**config.mk**
```make
export PLATFORM = sky130hd
export DESIGN_NAME = pipe_stage_buffer_flat
export DESIGN_NICKNAME = d
export VERILOG_FILES = /design/src/rtl/pipe_stage_buffer_if.sv /design/src/rtl/pipe_stage_buffer.sv /design/src/flat_wrapper.sv
export SDC_FILE = /design/constraint.sdc
export NUM_CORES = 1
export LEC_CHECK = 0
export ABC_AREA = 1
export CAP_MARGIN = 20
export CORE_ASPECT_RATIO = 0.5
export CORE_MARGIN = 2
export CORE_UTILIZATION = 30
export DETAILED_ROUTE_END_ITERATION = 10
export PLACE_DENSITY = 0.6
export SLEW_MARGIN = 10
export SYNTH_ARGS = -nofsm -noshare
export SYNTH_HDL_FRONTEND = slang
export SYNTH_SLANG_ARGS = --single-unit
export TNS_END_PERCENT = 100
```
**constraint.sdc**
```tcl
create_clock -name Clk -period 3.4 [get_ports Clk]
set_input_delay 1.02 -clock Clk [delete_from_list [all_inputs] [get_ports Clk]]
set_output_delay 1.02 -clock Clk [all_outputs]
set_load 0.1 [all_outputs]
```
**src/rtl/pipe_stage_buffer_if.sv**
```systemverilog
`default_nettype none
// ============================================================================
// pipe_stage_buffer_if : upstream/downstream handshake bundle for the buffer
// Revision: 1.0
// ============================================================================
interface pipe_stage_buffer_if #(
  parameter int DATA_W = 48,
  parameter int CTRL_W = 24
);
  logic              in_valid;
  logic              in_ready;
  logic [DATA_W-1:0] in_data;
  logic [CTRL_W-1:0] in_ctrl;
  logic              out_valid;
  logic              out_ready;
  logic [DATA_W-1:0] out_data;
  logic [CTRL_W-1:0] out_ctrl;

  // Driver of the upstream side and consumer of the downstream side.
  modport master (
    output in_valid, in_data, in_ctrl, out_ready,
    input  in_ready, out_valid, out_data, out_ctrl
  );

  // The buffer itself.
  modport slave (
    input  in_valid, in_data, in_ctrl, out_ready,
    output in_ready, out_valid, out_data, out_ctrl
  );
endinterface
`default_nettype wire

```
**src/rtl/pipe_stage_buffer.sv**
```systemverilog
`default_nettype none
// ============================================================================
// pipe_stage_buffer : two-entry (main + skid) pipeline stage register with flush,
// bubble control gating and optional PIPE_STAGE_STALL_CNT_EN stall counter.
// Revision: 1.0
// ============================================================================
module pipe_stage_buffer #(
  parameter int DATA_W = 48,
  parameter int CTRL_W = 24
) (
  input  wire logic             Clk,
  input  wire logic             Rst_n,
  input  wire logic             flush,
  pipe_stage_buffer_if.slave    bus
`ifdef PIPE_STAGE_STALL_CNT_EN
  ,
  output      logic [15:0]      stall_cnt
`endif
);

  typedef enum logic [1:0] {
    ST_EMPTY = 2'd0,
    ST_ONE   = 2'd1,
    ST_TWO   = 2'd2
  } state_e;

  state_e            state_q, state_d;
  logic [DATA_W-1:0] main_data_q, main_data_d;
  logic [CTRL_W-1:0] main_ctrl_q, main_ctrl_d;
  logic [DATA_W-1:0] skid_data_q, skid_data_d;
  logic [CTRL_W-1:0] skid_ctrl_q, skid_ctrl_d;
  logic              in_ready_q, in_ready_d;

  logic              w_out_valid;
  logic              w_accept;
  logic              w_consume;

  assign w_out_valid = (state_q != ST_EMPTY);
  assign w_accept    = bus.in_valid & in_ready_q;
  assign w_consume   = w_out_valid & bus.out_ready;

  assign bus.in_ready  = in_ready_q;
  assign bus.out_valid = w_out_valid;
  assign bus.out_data  = main_data_q;
  assign bus.out_ctrl  = w_out_valid ? main_ctrl_q : '0;

  always_comb begin
    state_d     = state_q;
    main_data_d = main_data_q;
    main_ctrl_d = main_ctrl_q;
    skid_data_d = skid_data_q;
    skid_ctrl_d = skid_ctrl_q;

    case (state_q)
      ST_EMPTY: begin
        if (w_accept) begin
          state_d     = ST_ONE;
          main_data_d = bus.in_data;
          main_ctrl_d = bus.in_ctrl;
        end
      end
      ST_ONE: begin
        if (w_accept && w_consume) begin
          main_data_d = bus.in_data;
          main_ctrl_d = bus.in_ctrl;
        end else if (w_accept) begin
          state_d     = ST_TWO;
          skid_data_d = bus.in_data;
          skid_ctrl_d = bus.in_ctrl;
        end else if (w_consume) begin
          state_d = ST_EMPTY;
        end
      end
      ST_TWO: begin
        if (w_consume) begin
          state_d     = ST_ONE;
          main_data_d = skid_data_q;
          main_ctrl_d = skid_ctrl_q;
        end
      end
      default: state_d = ST_EMPTY;
    endcase

    // Flush wins: drop everything and ignore any entry offered this cycle.
    if (flush) begin
      state_d     = ST_EMPTY;
      main_data_d = main_data_q;
      main_ctrl_d = main_ctrl_q;
      skid_data_d = skid_data_q;
      skid_ctrl_d = skid_ctrl_q;
    end

    in_ready_d = (state_d != ST_TWO);
  end

  always_ff @(negedge Clk or negedge Rst_n) begin
    if (!Rst_n) begin
      state_q     <= ST_EMPTY;
      main_data_q <= '0;
      main_ctrl_q <= '0;
      skid_data_q <= '0;
      skid_ctrl_q <= '0;
      in_ready_q  <= 1'b1;
    end else begin
      state_q     <= state_d;
      main_data_q <= main_data_d;
      main_ctrl_q <= main_ctrl_d;
      skid_data_q <= skid_data_d;
      skid_ctrl_q <= skid_ctrl_d;
      in_ready_q  <= in_ready_d;
    end
  end

`ifdef PIPE_STAGE_STALL_CNT_EN
  logic [15:0] stall_cnt_q, stall_cnt_d;

  always_comb begin
    stall_cnt_d = stall_cnt_q;
    if (w_out_valid && !bus.out_ready && (stall_cnt_q != 16'hFFFF)) begin
      stall_cnt_d = stall_cnt_q + 16'd1;
    end
  end

  always_ff @(negedge Clk or negedge Rst_n) begin
    if (!Rst_n) begin
      stall_cnt_q <= '0;
    end else begin
      stall_cnt_q <= stall_cnt_d;
    end
  end

  assign stall_cnt = stall_cnt_q;
`endif

endmodule
`default_nettype wire

```
**src/flat_wrapper.sv**
```systemverilog
// flat-port wrapper written by rule: the top's interface ports become plain ports
module pipe_stage_buffer_flat 
#(
  parameter int DATA_W = 48,
  parameter int CTRL_W = 24
)
  (Clk, Rst_n, flush, bus_in_valid, bus_in_data, bus_in_ctrl, bus_out_ready, bus_in_ready, bus_out_valid, bus_out_data, bus_out_ctrl);
  pipe_stage_buffer_if #(.DATA_W(DATA_W), .CTRL_W(CTRL_W)) bus_i ();
  input  wire logic Clk;
  input  wire logic Rst_n;
  input  wire logic flush;
  input wire logic [$bits(bus_i.in_valid)-1:0] bus_in_valid;
  input wire logic [$bits(bus_i.in_data)-1:0] bus_in_data;
  input wire logic [$bits(bus_i.in_ctrl)-1:0] bus_in_ctrl;
  input wire logic [$bits(bus_i.out_ready)-1:0] bus_out_ready;
  output wire logic [$bits(bus_i.in_ready)-1:0] bus_in_ready;
  output wire logic [$bits(bus_i.out_valid)-1:0] bus_out_valid;
  output wire logic [$bits(bus_i.out_data)-1:0] bus_out_data;
  output wire logic [$bits(bus_i.out_ctrl)-1:0] bus_out_ctrl;
  assign bus_i.in_valid = bus_in_valid;
  assign bus_i.in_data = bus_in_data;
  assign bus_i.in_ctrl = bus_in_ctrl;
  assign bus_i.out_ready = bus_out_ready;
  assign bus_in_ready = bus_i.in_ready;
  assign bus_out_valid = bus_i.out_valid;
  assign bus_out_data = bus_i.out_data;
  assign bus_out_ctrl = bus_i.out_ctrl;
  pipe_stage_buffer #(.DATA_W(DATA_W), .CTRL_W(CTRL_W)) u_core (.Clk(Clk), .Rst_n(Rst_n), .flush(flush), .bus(bus_i));
endmodule
```
==> results.cfg, run 1 <==
[min_path]
min_from = u_core.skid_ctrl_q[2]
hold_path.class = flop to flop

[drt]
antenna_left = 0
drc = 0
wire_per_inst_um = 15.2
routed-via-count = 6774
via_per_inst = 4.74
firstDrtPassIters = 5
wirelength_um = 21700
drt_iter0_drc = 423

[timing]
tightest_slew_ns = 0.898
drv_slew = 0
timing.final.ws_setup_ns = -0.816
maxSlewHeadroom_pct = 40.1
rsz0062_at_grt = yes
finalSetupViolCount = 78
fin_worst_skew_ns = 0.0539
timing.final.hold_violations = 0

[clocking]
cts_made_buffers = 17
clock-sinks = 147
clkLatencyLatePin_ns = 0.44
cts_root_buffer = clkbuf_16
clk_pin_slew_worst_paths_ns = 0.05
clock_path_buffers = 2
htreeDepth = 4
cts_tree = built

[worst_setup_path]
critPathArrivalTime_ns = 3.20
cp_max_fo = 8
crit_path_end_kind = output pin
critPathRequiredTime_ns = 2.38
critPathLaunch = u_core.state_q[1]
worstReg2RegStart = u_core.state_q[1]
crit_type = flop to output pin
startpoint_type = flop

[yosys]
synth.most_common_cell = nand2_1
async_flop_share_pct = 100
synth_common_cells = 441 x nand2_1, 217 x nand3_1, 146 x dfrtn_1
ys_types = 14
syn_inst = 937
synth_area_leader_cell = dfrtn_1
synthFlopType = dfrtn_1
synth_top_area_share_pct = 52.6
synth_area_leaders = dfrtn_1 53%, nand2_1 24%, nand3_1 16%
synth_area_per_cell_sq_um = 7.42
syn_nets = 1014
syn-cell-area_sq_mm = 0.00695
ys_seq_area_share_pct = 53.0
synth-edff-count = 0
yosysWarnings = 0
synth_seq_cells = 147

[die]
die-area_sq_mm = 0.0245
die_x_um = 219
rows = 39
start_util_pct = 30.5
ios = 151
core_sq_mm = 0.0228
die_h_um = 112

[place]
place_ws_ns = -0.749
gp_congestion = 0.759
dp_hpwl_um = 13600
port_buffers = 150
dpl_cell_area_sq_mm = 0.0102
placed_cells = 1373

[job]
max_cap_violations = 0

[status]
violations = setup timing
status = complete, but fails checks

[grt]
grt_first_pass_wirelength_um = 36100
antenna_found_initial = 0
grt_pass1_vias = 7011
grt-ovfl-total = 0
grt_start_max_net_pins = 77
track_usage_pct = 18.7

[finish]
areaGrowthSynthToFinish_pct = 61.8
finalNetCount = 1185
final_util_pct = 49.3
drive_gt1_share_pct = 20.9
n_antenna_cell = 0
fin_cells = 1428
final_area_sq_mm = 0.0112

[pwr]
seq_power_share_pct = 34.0
p_int_mw = 4.57
switching_share_pct = 39.7
vdd.ir_drop.worst_v = 0.000363
power.density_mw_per_mm2 = 674
pwr-share-clk_pct = 25.8
p_comb_share_pct = 40.2
p_leak_nw = 5.66
total_switching_power_mw = 3.01
what timing repair did:
action / CTS / global route
gates cloned: 8 / 0
hold buffers: 0 / 0
resized for setup: 35 / 17
pin swaps: 5 / 3
setup buffers: 15 / 2
setup endpoints to repair: 221 / 115
power groups by stage:
stage / sequential, mW / clock [mW] / combinational (mW)
6_report: 2.58 / 1.95 / 3.05
5_1_grt: 2.63 / 2.09 / 3.23
4_1_cts: 2.57 / 1.99 / 3.06
3_5_place_dp: 2.59 / 0.00366 / 2.98
3_3_place_gp: 2.58 / 0.00366 / 2.95
2_1_floorplan: 3.39 / 0.00366 / 0.969
final cells by class:
class | count | area (sq um)
fill | 2076 | 11500
sequential | 147 | 3680
timing repair buffer | 221 | 3260
multi-input combinational | 691 | 3180
clock buffer | 20 | 457
tap | 307 | 384
clock inverter | 13 | 160
inverter | 29 | 116
sequential cells by signal (all words and copies together) (netlist names):
register and count:
u_core.bus.in_ready 1, u_core.bus.out_data 48, u_core.main_ctrl_q 24, u_core.skid_ctrl_q 24
u_core.skid_data_q 48, u_core.state_q 2
per-layer routing:
metal / part of all wire (%) / track usage (%) / vias to the layer above / wire length (um)
met5: 0 / 0 / - / 0
li1: - / - / 3308 / -
met4: 2.1 / 6.89 / 0 / 461
met3: 4.0 / 3.33 / 32 / 858
met1: 44 / 24.0 / 3260 / 9480
met2: 50 / 31.9 / 174 / 10900
cells in the final DEF (no fill, tap or decap), types with 2 or more instances in the layout:
| cell type | synthesis | final |
|---|---|---|
| nand2_2 | 0 | 17 |
| clkinv_4 | 0 | 3 |
| clkinvlp_4 | 0 | 4 |
| buf_12 | 0 | 97 |
| clkbuf_8 | 0 | 2 |
| bufinv_16 | 0 | 3 |
| nand2_1 | 441 | 420 |
| clkdlybuf4s50_1 | 0 | 72 |
| inv_1 | 29 | 28 |
| buf_16 | 0 | 6 |
| bufbuf_16 | 0 | 2 |
| buf_4 | 0 | 34 |
| dfrtn_1 | 146 | 146 |
| nand2_4 | 0 | 3 |
| buf_6 | 0 | 8 |
| nand3_1 | 217 | 215 |
| clkbuf_16 | 0 | 17 |
| nor2_4 | 0 | 27 |
| nor2_1 | 28 | 3 |
stage by stage:
stage / setup TNS [ns] / power [mW] / hold WS [ns]
floorplan: -48.96 / 4.36 / 0.403
global placement: -110.98 / 5.53 / 0.414
detailed placement: -112.92 / 5.58 / 0.419
CTS: -39.40 / 7.62 / 0.420
global route: -41.58 / 7.95 / 0.431
finish: -38.36 / 7.58 / 0.417
worst paths after layout:
kind	endpoint	slack (ns)	cells past startpoint
worst max-delay path	bus_out_ctrl[15]	-0.82	4
worst min-delay path	u_core.skid_ctrl_q[2]	0.42	2
worst max register to register	u_core.bus.out_data[31]	1.05	9
worst min register to register	u_core.skid_ctrl_q[2]	0.42	2
max in group asynchronous	u_core.skid_ctrl_q[12]	0.77	2
min in group asynchronous	u_core.skid_data_q[24]	2.09	1
worst max-delay path, stage by stage, from the launching register on:
cell,delay [ns]
dfrtn_1,0.38
nor2_4,0.31
buf_12,0.21
nor2_4,0.05
buf_12,0.16
kinds of logic (layout without fill, tap and decap cells):
group                  Yosys count  after routing  share of synthesized area [%]
DFF                            147            147                           53.0
buffers and inverters           99            283                           5.53
and+or+nand+nor                689            689                           41.4
AOI/OAI and AO/OA                2              2                          0.144
No activity file was read; power rests on OpenSTA's default activity.
==> inputs of run 2 (changes only) <==
--- a/config.mk
+++ b/config.mk
@@ -9,9 +9,9 @@
 export CAP_MARGIN = 20
 export CORE_ASPECT_RATIO = 0.5
 export CORE_MARGIN = 2
-export CORE_UTILIZATION = 30
+export CORE_UTILIZATION = 40
 export DETAILED_ROUTE_END_ITERATION = 10
-export PLACE_DENSITY = 0.6
+export PLACE_DENSITY = 0.73
 export SLEW_MARGIN = 10
 export SYNTH_ARGS = -nofsm -noshare
 export SYNTH_HDL_FRONTEND = slang
==> results.cfg, run 2 (synthesized netlist as in run 1, its figures left out) <==
[clocking]
cts_root_buffer = clkbuf_16
htreeDepth = 4
cts_tree = built
clk_pin_slew_worst_paths_ns = 0.04
cts_made_buffers = 17
clock-sinks = 147
clkLatencyLatePin_ns = 0.44
clock_path_buffers = 2

[worst_setup_path]
worst_path_dominant_cell_family = buffers and inverters
cpMostUsedCell = nor2_4
cp_max_fo = 9
critPathArrivalTime_ns = 3.15
crit_path_end_kind = output pin
path_buf_inv = 2
crit_type = flop to output pin
slowest_delay_ns = 0.37
crit_path_top_delay_cell = dfrtn_1
startpoint_type = flop
worstPathCellList = nor2_4 -> clkbuf_16 -> nor2_4 -> buf_12
critPathRequiredTime_ns = 2.38

[min_path]
hold_path.class = flop to flop

[pwr]
pwr-share-clk_pct = 26.4
p_comb_share_pct = 39.6
seq_power_share_pct = 34.0
vdd.ir_drop.worst_v = 0.000408
finalPower_mw = 7.57
total_switching_power_mw = 3.01
power.density_mw_per_mm2 = 698
switching_share_pct = 39.7
p_int_mw = 4.56
p_leak_nw = 5.53

[place]
port_buffers = 150
gp_congestion = 0.786
dp_hpwl_um = 13000

[status]
status = complete, but fails checks
violations = setup timing

[drt]
wire_per_inst_um = 15.4
firstDrtPassIters = 5
antenna_left = 0
drt_iter0_drc = 565
routed-via-count = 6906
wirelength_um = 20700
drc = 0
via_per_inst = 5.13

[grt]
antenna_found_initial = 0
grt_pass1_vias = 6820
grt_first_pass_wirelength_um = 34200
grt_start_max_net_pins = 76
grt-ovfl-total = 0
track_usage_pct = 22.9

[finish]
n_antenna_cell = 0
multi_input_area_sq_mm = 0.00317
ff_latch_area_sq_mm = 0.00368
drive_gt1_share_pct = 19.2
final_cell_mix = 430 x nand2_1, 215 x nand3_1, 146 x dfrtn_1, 88 x buf_12, 72 x clkdlybuf4s50_1
areaGrowthSynthToFinish_pct = 56.1
finalNetCount = 1176
final_util_pct = 63.1
fillerInstances = 1416
layout_commonest_cell = nand2_1

[timing]
maxSlewHeadroom_pct = 45.5
fin_worst_skew_ns = 0.0522
timing.final.hold_violations = 0
finalSetupViolCount = 74
holdWs_ns = 0.416
rsz0062_at_grt = yes
tns_ns = -36.58
tightest_slew_ns = 0.818
timing.final.ws_setup_ns = -0.774
drv_slew = 0

[die]
die_x_um = 190
die_h_um = 97.2
die-area_sq_mm = 0.0185
ios = 151
rows = 34
core_sq_mm = 0.0172
start_util_pct = 40.4

[job]
max_cap_violations = 0
-- run 2: cell types whose count changed in the layout (fill, tap and decap cells not counted), moves of 3 or more --
cell       change
nand2_2       -11
clkbuf_1       +3
buf_4          +3
buf_12         -9
nand2_1       +10
clkbuf_16      +3
buf_16         -5
-- run 2: worst min-delay path, stage by stage (launching register included) --
cell     delay, ns
dfrtn_1       0.40
nand2_1       0.05
nand2_1       0.05
-- run 2: final timing paths --
| kind | start | to | slack, ns | cells after the start |
|---|---|---|---|---|
| max | u_core.state_q[0] | bus_out_ctrl[23] | -0.77 | 4 |
| min in group asynchronous | Rst_n | u_core.bus.out_data[24] | 2.07 | 1 |
| min | u_core.skid_ctrl_q[1] | u_core.skid_ctrl_q[1] | 0.42 | 2 |
| max in group asynchronous | Rst_n | u_core.main_ctrl_q[1] | 0.81 | 2 |
| min reg2reg | u_core.skid_ctrl_q[1] | u_core.skid_ctrl_q[1] | 0.42 | 2 |
| max reg2reg | u_core.state_q[0] | u_core.main_ctrl_q[19] | 0.94 | 11 |
-- run 2: stage by stage --
step	setup slack (ns)	instance area (sq um)	instances
6_report	-0.774	10800	1346
5_1_grt	-0.833	10800	1346
4_1_cts	-0.788	10800	1341
3_5_place_dp	-0.718	9960	1294
3_3_place_gp	-0.665	9960	1294
2_1_floorplan	-0.618	7360	937
-- run 2: area by class of cell --
cell class	count	share of cell area, %
well taps	234	2.70
flip-flops and latches	147	34.0
inverters	29	1.03
repair buffers	212	27.4
multi-input cells	691	29.2
clock buffers	21	4.06
clock inverters	12	1.65
-- run 2: power groups by stage --
stage,logic [mW],registers (mW),clock network [mW]
6_report,3.00,2.57,2.00
5_1_grt,3.17,2.63,2.10
4_1_cts,2.98,2.57,2.03
3_5_place_dp,2.93,2.59,0.00366
3_3_place_gp,2.89,2.57,0.00366
2_1_floorplan,0.969,3.39,0.00366
-- run 2: metal layers --
layer | track usage [%] | wire, um | vias up
li1 | - | - | 3291
met1 | 29.9 | 8870 | 3272
met2 | 39.4 | 10100 | 306
met3 | 3.43 | 1390 | 37
met4 | 6.98 | 361 | 0
met5 | 0 | 0 | -
-- run 2: repair_timing --
action / 4_1_cts / 5_1_grt
hold buffers: 0 / 0
gates resized for setup: 25 / 10
buffers inserted: 13 / 5
gates cloned: 3 / 3
pin swaps: 4 / 4
setup endpoints to repair: 221 / 141
endpoints found under the hold margin: 0 / 0
==> inputs of run 3 (changes only) <==
--- a/config.mk
+++ b/config.mk
@@ -8,7 +8,6 @@
 export ABC_AREA = 1
 export CAP_MARGIN = 20
 export CORE_ASPECT_RATIO = 0.5
-export CORE_MARGIN = 2
 export CORE_UTILIZATION = 40
 export DETAILED_ROUTE_END_ITERATION = 10
 export PLACE_DENSITY = 0.73
==> results.cfg, run 3 (synthesized netlist as in run 1, its figures left out) <==
[place]
gp_congestion = 0.849
dp_hpwl_um = 12800
port_buffers = 150
dpl_cell_area_sq_mm = 0.0100
placed_cells = 1293

[status]
status = complete, but fails checks
violations = setup timing

[drt]
routed-via-count = 7254
wire_per_inst_um = 17.0
antenna_left = 0
drt_iter0_drc = 745
firstDrtPassIters = 5
via_per_inst = 5.32
wirelength_um = 23100
drc = 0

[timing]
tightest_slew_ns = 0.870
rsz0062_at_grt = yes
finalSetupViolCount = 126
timing.final.ws_setup_ns = -0.786
fin_worst_skew_ns = 0.0525
maxSlewHeadroom_pct = 42.0
timing.final.hold_violations = 0
drv_slew = 0

[finish]
final_cell_mix = 386 x nand2_1, 215 x nand3_1, 146 x dfrtn_1, 94 x buf_12, 72 x clkdlybuf4s50_1
areaGrowthSynthToFinish_pct = 65.1
layout_commonest_cell = nand2_1
drive_gt1_share_pct = 25.0
finalNetCount = 1201
final_util_pct = 68.8
fin_cells = 1364
n_antenna_cell = 0
final_area_sq_mm = 0.0115

[pwr]
p_leak_nw = 5.78
power.density_mw_per_mm2 = 673
finalPower_mw = 7.72
vdd.ir_drop.worst_v = 0.000433

[clocking]
cts_root_buffer = clkbuf_16
clock-sinks = 147
cts_made_buffers = 17
htreeDepth = 4
cts_tree = built
clock_path_buffers = 2
cts_hold_buf = 0
clkLatencyLatePin_ns = 0.44
clk_pin_slew_worst_paths_ns = 0.05

[grt]
antenna_found_initial = 0
grt-ovfl-total = 0
grt_pass1_vias = 7075
track_usage_pct = 25.2
grt_start_max_net_pins = 76
grt_first_pass_wirelength_um = 35500

[min_path]
min_from = u_core.skid_data_q[22]
hold_depth = 2
min_to = u_core.skid_data_q[22]
hold_path.class = flop to flop

[die]
die-area_sq_mm = 0.0179
die_x_um = 188
ios = 151
start_util_pct = 41.7
rows = 33
die_h_um = 95.2
core_sq_mm = 0.0167

[worst_setup_path]
worstReg2RegStart = u_core.state_q[0]
worst_path_dominant_cell_family = buffers and inverters
critPathRequiredTime_ns = 2.38
r2r-end = u_core.bus.out_data[0]
crit_type = flop to output pin
slowest_delay_ns = 0.38
worstPathCellList = nor2_4 -> buf_12 -> nor2_4 -> buf_12
crit_path_top_delay_cell = dfrtn_1
r2r_slack_ns = 1.02
critPathArrivalTime_ns = 3.17
cp_max_fo = 16
path_buf_inv = 2
crit_path_end_kind = output pin
worstRegToRegCells = 9
startpoint_type = flop

[job]
max_cap_violations = 0
-- run 3: worst min-delay path, cell delays in order, from the launching register on --
cell	delay, ns
dfrtn_1	0.40
nand2_1	0.05
nand2_1	0.05
-- run 3: repair_timing --
| item | in CTS | in global routing |
|---|---|---|
| gates cloned | 11 | 6 |
| setup endpoints to repair | 221 | 129 |
| resized for setup | 49 | 60 |
| buffers inserted | 17 | 10 |
| pin swaps | 5 | 4 |
-- run 3: per-stage QoR --
step / setup TNS, ns / hold WS (ns) / setup slack (ns)
detailed placement: -107.99 / 0.419 / -0.720
global route: -41.98 / 0.438 / -0.827
finish: -38.52 / 0.419 / -0.786
global placement: -102.54 / 0.414 / -0.661
CTS: -38.76 / 0.421 / -0.791
floorplan: -48.96 / 0.403 / -0.618
-- run 3: per-layer routing --
metal	GRT usage (%)	routed length, um	vias up
li1	-	-	3351
met1	31.1	9390	3500
met2	44.1	11400	335
met3	5.12	1630	68
met4	10.3	660	0
met5	0	0	-
-- run 3: power breakdown --
group / internal, mW / switching [mW]
Clock: 1.13 / 0.783
Combinational: 1.20 / 1.98
Sequential: 2.25 / 0.375
-- run 3: how the worst max path moves through the flow --
stage	from	endpoint	slack, ns	depth (start not counted)
after floorplan	u_core.state_q[1]	bus_out_ctrl[0]	-0.62	3
after global placement	bus_out_ready	u_core.skid_data_q[16]	-0.66	6
after detailed placement	bus_out_ready	u_core.skid_data_q[14]	-0.72	6
after CTS	u_core.state_q[0]	bus_out_ctrl[6]	-0.79	4
after global routing	u_core.state_q[1]	bus_out_ctrl[6]	-0.83	4
final	u_core.state_q[0]	bus_out_ctrl[6]	-0.79	4
-- run 3: layout make-up --
class | instances | area, sq um
fill | 1227 | 5210
sequential | 147 | 3680
timing repair buffer | 237 | 3460
multi-input combinational | 691 | 3330
clock buffer | 19 | 453
tap | 227 | 284
clock inverter | 14 | 151
inverter | 29 | 109
